[config.mk]
export PLATFORM = sky130hd
export DESIGN_NAME = rv32i_amo_unit
export DESIGN_NICKNAME = d
export VERILOG_FILES = /design/src/rtl/rv32i_amo_unit.sv
export SDC_FILE = /design/constraint.sdc
export NUM_CORES = 1
export LEC_CHECK = 0
export ABC_AREA = 0
export CORE_MARGIN = 3
export CORE_UTILIZATION = 35
export DETAILED_ROUTE_END_ITERATION = 6
export PLACE_DENSITY = 0.66
export SYNTH_ARGS = -nofsm -noshare
export SYNTH_HDL_FRONTEND = slang
export SYNTH_SLANG_ARGS = --single-unit
[constraint.sdc]
create_clock -name clk -period 7 [get_ports clk]
set_input_delay 0.7 -clock clk [delete_from_list [all_inputs] [get_ports clk]]
set_output_delay 0.7 -clock clk [all_outputs]
set_load 0.005 [all_outputs]
[src/rtl/rv32i_amo_unit.sv]
// rtl/rv32i_amo_unit.sv - RISC-V A-extension atomic memory operation unit
// Executes AMO read-modify-write, LR and SC against a single-port data memory.
module rv32i_amo_unit #(
  parameter int XLEN   = 32,
  parameter int ADDR_W = 32
) (
  input  logic              clk,
  input  logic              rst,
  input  logic              req_valid,
  output logic              req_ready,
  input  logic [4:0]        req_funct5,
  input  logic [ADDR_W-1:0] req_addr,
  input  logic [XLEN-1:0]   req_src,
  output logic              resp_valid,
  output logic [XLEN-1:0]   resp_data,
  output logic              resp_err,
  output logic              mem_req,
  output logic              mem_we,
  output logic [ADDR_W-1:0] mem_addr,
  output logic [XLEN-1:0]   mem_wdata,
  input  logic              mem_ack,
  input  logic [XLEN-1:0]   mem_rdata,
  input  logic              snoop_we,
  input  logic [ADDR_W-1:0] snoop_addr
);

  localparam int AL = (XLEN == 64) ? 3 : 2;

  localparam logic [4:0] F_ADD  = 5'b00000;
  localparam logic [4:0] F_SWAP = 5'b00001;
  localparam logic [4:0] F_LR   = 5'b00010;
  localparam logic [4:0] F_SC   = 5'b00011;
  localparam logic [4:0] F_XOR  = 5'b00100;
  localparam logic [4:0] F_OR   = 5'b01000;
  localparam logic [4:0] F_AND  = 5'b01100;
  localparam logic [4:0] F_MIN  = 5'b10000;
  localparam logic [4:0] F_MAX  = 5'b10100;
  localparam logic [4:0] F_MINU = 5'b11000;
  localparam logic [4:0] F_MAXU = 5'b11100;

  typedef enum logic [1:0] {IDLE, RD, WR, RESP} state_t;

  state_t            state;
  logic [4:0]        funct5_q;
  logic [XLEN-1:0]   src_q;
  logic [XLEN-1:0]   old_q;
  logic              resv_valid;
  logic [ADDR_W-1:0] resv_addr;
  logic              supported;
  logic              misaligned;
  logic              snoop_hit;
  logic              sc_ok;
  logic [XLEN-1:0]   amo_result;

  assign req_ready  = (state == IDLE);
  assign misaligned = |req_addr[AL-1:0];
  assign snoop_hit  = snoop_we && resv_valid && (snoop_addr == resv_addr);
  // A snoop landing in the SC acceptance cycle already invalidates the reservation.
  assign sc_ok      = resv_valid && (resv_addr == req_addr) && !snoop_hit;

  always_comb begin
    supported = 1'b0;
    case (req_funct5)
      F_ADD, F_SWAP, F_LR, F_SC, F_XOR, F_OR, F_AND,
      F_MIN, F_MAX, F_MINU, F_MAXU: supported = 1'b1;
      default:                      supported = 1'b0;
    endcase
  end

  always_comb begin
    amo_result = src_q;
    case (funct5_q)
      F_ADD:   amo_result = mem_rdata + src_q;
      F_XOR:   amo_result = mem_rdata ^ src_q;
      F_OR:    amo_result = mem_rdata | src_q;
      F_AND:   amo_result = mem_rdata & src_q;
      F_MIN:   amo_result = ($signed(mem_rdata) < $signed(src_q)) ? mem_rdata : src_q;
      F_MAX:   amo_result = ($signed(mem_rdata) > $signed(src_q)) ? mem_rdata : src_q;
      F_MINU:  amo_result = (mem_rdata < src_q) ? mem_rdata : src_q;
      F_MAXU:  amo_result = (mem_rdata > src_q) ? mem_rdata : src_q;
      default: amo_result = src_q;
    endcase
  end

  always_ff @(posedge clk or posedge rst) begin
    if (rst) begin
      state      <= IDLE;
      funct5_q   <= '0;
      src_q      <= '0;
      old_q      <= '0;
      resv_valid <= 1'b0;
      resv_addr  <= '0;
      resp_valid <= 1'b0;
      resp_data  <= '0;
      resp_err   <= 1'b0;
      mem_req    <= 1'b0;
      mem_we     <= 1'b0;
      mem_addr   <= '0;
      mem_wdata  <= '0;
    end else begin
      resp_valid <= 1'b0;
      resp_err   <= 1'b0;
      if (snoop_hit) resv_valid <= 1'b0;
      case (state)
        IDLE: begin
          if (req_valid) begin
            funct5_q <= req_funct5;
            src_q    <= req_src;
            mem_addr <= req_addr;
            if (req_funct5 == F_SC) resv_valid <= 1'b0;
            if (!supported || misaligned) begin
              state      <= RESP;
              resp_valid <= 1'b1;
              resp_err   <= 1'b1;
              resp_data  <= '0;
            end else if (req_funct5 == F_SC) begin
              if (sc_ok) begin
                state     <= WR;
                mem_req   <= 1'b1;
                mem_we    <= 1'b1;
                mem_wdata <= req_src;
                old_q     <= '0;
              end else begin
                state      <= RESP;
                resp_valid <= 1'b1;
                resp_data  <= {{(XLEN-1){1'b0}}, 1'b1};
              end
            end else begin
              state   <= RD;
              mem_req <= 1'b1;
              mem_we  <= 1'b0;
            end
          end
        end
        RD: begin
          if (mem_ack) begin
            old_q <= mem_rdata;
            if (funct5_q == F_LR) begin
              resv_valid <= 1'b1;
              resv_addr  <= mem_addr;
              mem_req    <= 1'b0;
              state      <= RESP;
              resp_valid <= 1'b1;
              resp_data  <= mem_rdata;
            end else begin
              mem_we    <= 1'b1;
              mem_wdata <= amo_result;
              state     <= WR;
            end
          end
        end
        WR: begin
          if (mem_ack) begin
            mem_req    <= 1'b0;
            mem_we     <= 1'b0;
            state      <= RESP;
            resp_valid <= 1'b1;
            resp_data  <= old_q;
          end
        end
        default: state <= IDLE;
      endcase
    end
  end

endmodule

==> results.toml, run 1 <==
[sta]
period_share_pct = 70.5
slew_viol_final = 0
finalHoldViolations = 0
period_minus_slack_ns = 4.94
setup_tns_ns = 0
holdWs_ns = 0.481
setup_violations = 0
max_freq_mhz = 203
worst_slew_margin_rel_pct = 21.2
grt_setup_unrepaired = "false"
layout_setup_ws_ns = 2.06
tightest_slew_ns = 1.18
finClkSkew_ns = 0.0184

[floorplan]
initial_utilization_pct = 36.0
rows = 72
die_w_um = 207
die_y_um = 207
dieArea_um2 = 42800
fp.coreArea_um2 = 39300
io_pins = 239

[synth]
yosys_warnings = 0
synth_top_cell_by_area = "dfrtp_1"
synth_ff_type = "dfrtp_1"
synth_area_um2 = 14100
ys_async_sr_fraction_pct = 100
synth_area_per_cell_um2 = 8.85
syn_nets = 1837
synth_edf_count = 0
yosys.area.top_type_share_pct = 36.1
yosys-top-cells-area = "dfrtp_1 36%, ha_1 8.9%, mux2_2 7.8%"
synth_cell_types = 78
synth_cells = 1597
ys_seq_elements = 204
yosysSeqAreaShare_pct = 36.1

[place]
dpl_cell_area_um2 = 17000
numPortBuffers = 238
dp_slack_ns = 1.64
dp_hpwl_um = 36300
gp_congestion = 0.914

[drt]
via_count = 13100
firstDrtPassIters = 5
viasPerCell = 5.62
ant_nets = 0
routedWlPerCell_um = 21.6
drc = 0
routed_wl_um = 50500
drtIter0Drc = 1022

[worst_setup_path]
cpMaxStageDelayCell = "clkdlybuf4s50_1"
slowest_delay_ns = 0.64
cp.depth = 13
worstPathRequired_ns = 7.41
crit_fanout = 17
critical_path_class = "in -> reg"
cp_cell_sequence = "clkdlybuf4s50_1 > inv_1 > ha_1 > nor4_2 > nand2_1 > a21oi_1 > a2111o_1 > nand2_1 > nand3_1 > nand2b_1 > buf_4 > a2111oi_0 > a31oi_1"
arrival_ns = 5.35
cpMostUsedCell = "nand2_1"
cp_top_family = "simple AND/OR/NAND/NOR gates"
start_kind = "input port"
end_kind = "flop"
crit_buf_inv = 3
worstRegToRegCells = 12

[power]
ir_worst_vdd_v = 0.000304
p_clk_share_pct = 17.2
power_frac_comb_pct = 54.6
power_density_nw_per_um2 = 433
seq_power_share_pct = 28.2
switchingPower_w = 0.00344
p_leak_nw = 7.75
p_sw_share_pct = 44.4
p_int_w = 0.00430

[cts]
path_clk_slew_ns = 0.06
clockBufferDepth = 3
post_cts_buffers = 0
ctsResizeCount = 0
holdBufCountCts = 0
cts_sinks = 204
clock_latency_ns = 0.56
cts_root_buf = "clkbuf_16"
cts_htree_levels = 1
cts_tree = "built"
cts_buffers = 26

[final_layout]
design_area_um2 = 17900
syn2layout_area_growth_pct = 26.5
drive_gt1_share_pct = 10.1
fin_nets = 2036

[global_route]
grt_max_degree = 76
grt_pass1_wl_um = 77300
antenna_found_initial = 0
gr-total-overflow = 0
grt_pass1_vias = 13100
grtUsageTotal_pct = 23.2

[worst_hold_path]
holdPathStages = 2
hold_class = "reg -> reg"

[outcome]
status = "finished clean"

[flow_run]
cap_violations = 0
synthesized netlist by cell type, types with 9 or more instances:
| master | n |
|---|---|
| a2111oi_0 | 9 |
| a211oi_1 | 13 |
| a21o_1 | 15 |
| a21oi_1 | 89 |
| a221oi_1 | 21 |
| a22oi_1 | 9 |
| a31oi_1 | 25 |
| and3_1 | 26 |
| buf_1 | 12 |
| buf_2 | 9 |
| clkbuf_1 | 65 |
| dfrtp_1 | 204 |
| ha_1 | 101 |
| inv_1 | 124 |
| mux2_2 | 98 |
| mux2i_1 | 26 |
| nand2_1 | 178 |
| nand3_1 | 53 |
| nand4_1 | 23 |
| nor2_1 | 76 |
| nor3_1 | 21 |
| nor4_1 | 17 |
| o211ai_1 | 17 |
| o21ai_0 | 140 |
| o31ai_1 | 25 |
| or3_1 | 12 |
| xnor2_1 | 44 |
| xor2_1 | 35 |
cell usage in the layout, fill, tap and decap left out, types with 26 or more instances in the layout:
cell type,Yosys,final
mux2_2,98,98
xnor2_1,44,44
ha_1,101,100
o21ai_0,140,140
nand3_1,53,53
clkbuf_16,0,26
dfrtp_1,204,204
mux2i_1,26,26
nor2_1,76,76
a21oi_1,89,88
xor2_1,35,35
nand2_1,178,176
and3_1,26,26
inv_1,124,123
clkdlybuf4s50_1,0,238
power groups by stage:
| stage | logic (W) | registers (W) | clock network, W |
|---|---|---|---|
| 3_5_place_dp | 0.00417 | 0.00218 | 0 |
| 4_1_cts | 0.00420 | 0.00217 | 0.00136 |
| 2_1_floorplan | 0.00259 | 0.00207 | 0 |
| 6_report | 0.00422 | 0.00218 | 0.00133 |
| 5_1_grt | 0.00463 | 0.00224 | 0.00141 |
| 3_3_place_gp | 0.00414 | 0.00216 | 0 |
area by class of cell:
class                   instances  area [µm²]
clock buffers                  39         759
multi-input cells            1180        8260
fillers                      3872       21400
diodes                          1        2.50
repair buffers                259        2540
well taps                     518         648
flip-flops and latches        204        5100
inverters                     125         477
clock inverters                 9        87.6
routing by layer:
metal  up-vias  GRT usage [%]  part of all wire, %
met5         -              0                    0
met4         0           7.44                  3.4
met3        87           5.52                  8.6
li1       6094              -                    -
met1      6348           29.9                   42
met2       584           38.4                   46
through the flow:
stage               utilization [%]  cells  total power [W]
floorplan                         -   1597          0.00465
finish                         45.5   2335          0.00773
global placement               43.3   2286          0.00630
global route                   45.5   2334          0.00829
detailed placement             43.3   2286          0.00635
CTS                            45.5   2334          0.00773
kinds of logic (layout without fill, tap and decap cells):
kind of cell,count (synthesis),after routing,share of synthesized area [%]
compound gates,431,431,19.7
xor+xnor,79,79,4.90
fa+ha+maj,102,102,9.08
buf+inv,213,432,5.79
flops,204,204,36.1
mux,124,124,9.65
other cells,0,1,0
simple gates,444,444,14.7
worst register-to-register path: cells and delay by family (launching register included):
family                   cells  cell delay [ns]
AO/OA/AOI/OAI                5             1.97
AND/OR/NAND/NOR              4             1.12
buffers and inverters        2             0.49
adder cells (fa/ha/maj)      1             0.42
flip-flops                   1             0.41
sequential cells by signal (all words and copies together) (netlist names):
register    cells
resp_data      32
mem_addr       32
src_q          32
state           2
resv_valid      1
resv_addr      32
mem_wdata      32
old_q          32
resp_valid      1
resp_err        1
funct5_q        5
mem_we          1
mem_req         1
final timing paths:
kind | startpoint | to | slack (ns)
max | mem_rdata[31] | mem_wdata[22] | 2.06
min | old_q[14] | old_q[14] | 0.48
max reg2reg | src_q[13] | mem_wdata[22] | 2.45
min reg2reg | old_q[14] | old_q[14] | 0.48
max in group asynchronous | rst | src_q[25] | 5.03
min in group asynchronous | rst | resp_valid | 0.60
(Power assumes the default switching activity.)
==> inputs of run 2 (changes only) <==
Clock period 7 ns to 5.1 ns, I/O delays scaled along.
==> results.toml, run 2 (synthesized netlist as in run 1, its figures left out) <==
[worst_setup_path]
cp_cell_sequence = "clkdlybuf4s50_1 > inv_1 > ha_1 > inv_1 > a221oi_1 > o221ai_1 > o31ai_2 > nand3_1 > nand3_1 > nand2b_1 > buf_12 > a2111oi_0 > a31oi_1"
rrSetupSlack_ns = 0.91
cpMaxStageDelayCell = "o31ai_2"
start_kind = "input port"
worstPathRequired_ns = 5.52
slowest_delay_ns = 0.61
end_kind = "flop"
critical_path_class = "in -> reg"
crit_fanout = 21
arrival_ns = 4.70

[sta]
slew_viol_final = 0
period_minus_slack_ns = 4.28
tightest_slew_ns = 1.16
setup_tns_ns = 0
finalHoldViolations = 0
period_share_pct = 83.9
finClkSkew_ns = 0.0128
worst_slew_margin_rel_pct = 21.9
layout_setup_ws_ns = 0.820
grt_setup_unrepaired = "false"
holdWs_ns = 0.478
setup_violations = 0
max_freq_mhz = 234

[drt]
routed_wl_um = 51500
drc = 0
drtIter0Drc = 1077
viasPerCell = 5.69
via_count = 13400
ant_nets = 0
routedWlPerCell_um = 21.9
firstDrtPassIters = 5

[cts]
path_clk_slew_ns = 0.06
clock_latency_ns = 0.55
post_cts_buffers = 0
ctsResizeCount = 0
cts_tree = "built"
cts_sinks = 204
holdBufCountCts = 0
cts_buffers = 26
cts_htree_levels = 1
clockBufferDepth = 3
cts_root_buf = "clkbuf_16"

[final_layout]
design_area_um2 = 18100
n_fill_cell = 3812
fin_nets = 2050
layout_commonest_cell = "clkdlybuf4s50_1"
most-common-layout-cells = "238 x clkdlybuf4s50_1, 204 x dfrtp_1, 176 x nand2_1"
drive_gt1_share_pct = 11.1
syn2layout_area_growth_pct = 28.3

[place]
numPortBuffers = 238
dpl_cell_area_um2 = 17200
dp_hpwl_um = 37600
gp_congestion = 0.928
dp_slack_ns = 0.400

[global_route]
grtUsageTotal_pct = 23.4
gr-total-overflow = 0
antenna_found_initial = 1
grt_pass1_vias = 13200
grt_pass1_wl_um = 78100
grt_max_degree = 138

[floorplan]
fp.coreArea_um2 = 39300
die_y_um = 207
dieArea_um2 = 42800
io_pins = 239
initial_utilization_pct = 36.0
die_w_um = 207
rows = 72

[power]
ir_worst_vdd_v = 0.000339
power_density_nw_per_um2 = 604
p_leak_nw = 7.88
power_w = 0.0110

[flow_run]
cap_violations = 0

[outcome]
status = "finished clean"

[worst_hold_path]
hold_class = "reg -> reg"
## run 2: final cells by class
type | instances | area, µm² | share of cell area (%)
Sequential cell | 204 | 5100 | 28.2
Timing Repair Buffer | 273 | 2670 | 14.7
Multi-Input combinational cell | 1180 | 8270 | 45.6
Antenna cell | 1 | 2.50 | 0.0138
Clock buffer | 34 | 742 | 4.09
Clock inverter | 14 | 223 | 1.23
Tap cell | 518 | 648 | 3.57
Inverter | 125 | 473 | 2.61
## run 2: layer usage
| metal | GRT usage, % | vias to the layer above | share of wire (%) |
|---|---|---|---|
| met5 | 0 | - | 0 |
| met4 | 8.52 | 0 | 4.0 |
| met3 | 4.78 | 110 | 8.7 |
| met2 | 38.5 | 614 | 46 |
| met1 | 30.6 | 6503 | 41 |
| li1 | - | 6131 | - |
## run 2: path summary, 6_finish.rpt
kind | cells past startpoint | endpoint | start
worst max-delay path | 13 | mem_wdata[22] | mem_rdata[14]
worst min-delay path | 2 | old_q[25] | old_q[25]
worst max register to register | 12 | mem_wdata[22] | src_q[14]
worst min register to register | 2 | old_q[25] | old_q[25]
max in group asynchronous | 3 | mem_addr[13] | rst
min in group asynchronous | 3 | resp_valid | rst
## run 2: through the flow
step	std cells	utilization, %
global placement	2300	43.7
CTS	2348	46.2
finish	2349	46.2
detailed placement	2300	43.7
floorplan	1597	-
global route	2349	46.2
## run 2: power by group
group	internal [W]	switching [W]	leakage, nW	total [W]
logic	0.00252	0.00332	4.79	0.00584
clock network	0.00132	0.000764	0.477	0.00209
registers	0.00234	0.000692	2.61	0.00303
total	0.00618	0.00478	7.88	0.0110
## run 2: critical path, delay by kind of cell
kind	cells	cell delay [ns]
compound gates	5	1.88
fa+ha+maj	1	0.42
buf+inv	4	0.99
simple gates	3	0.88
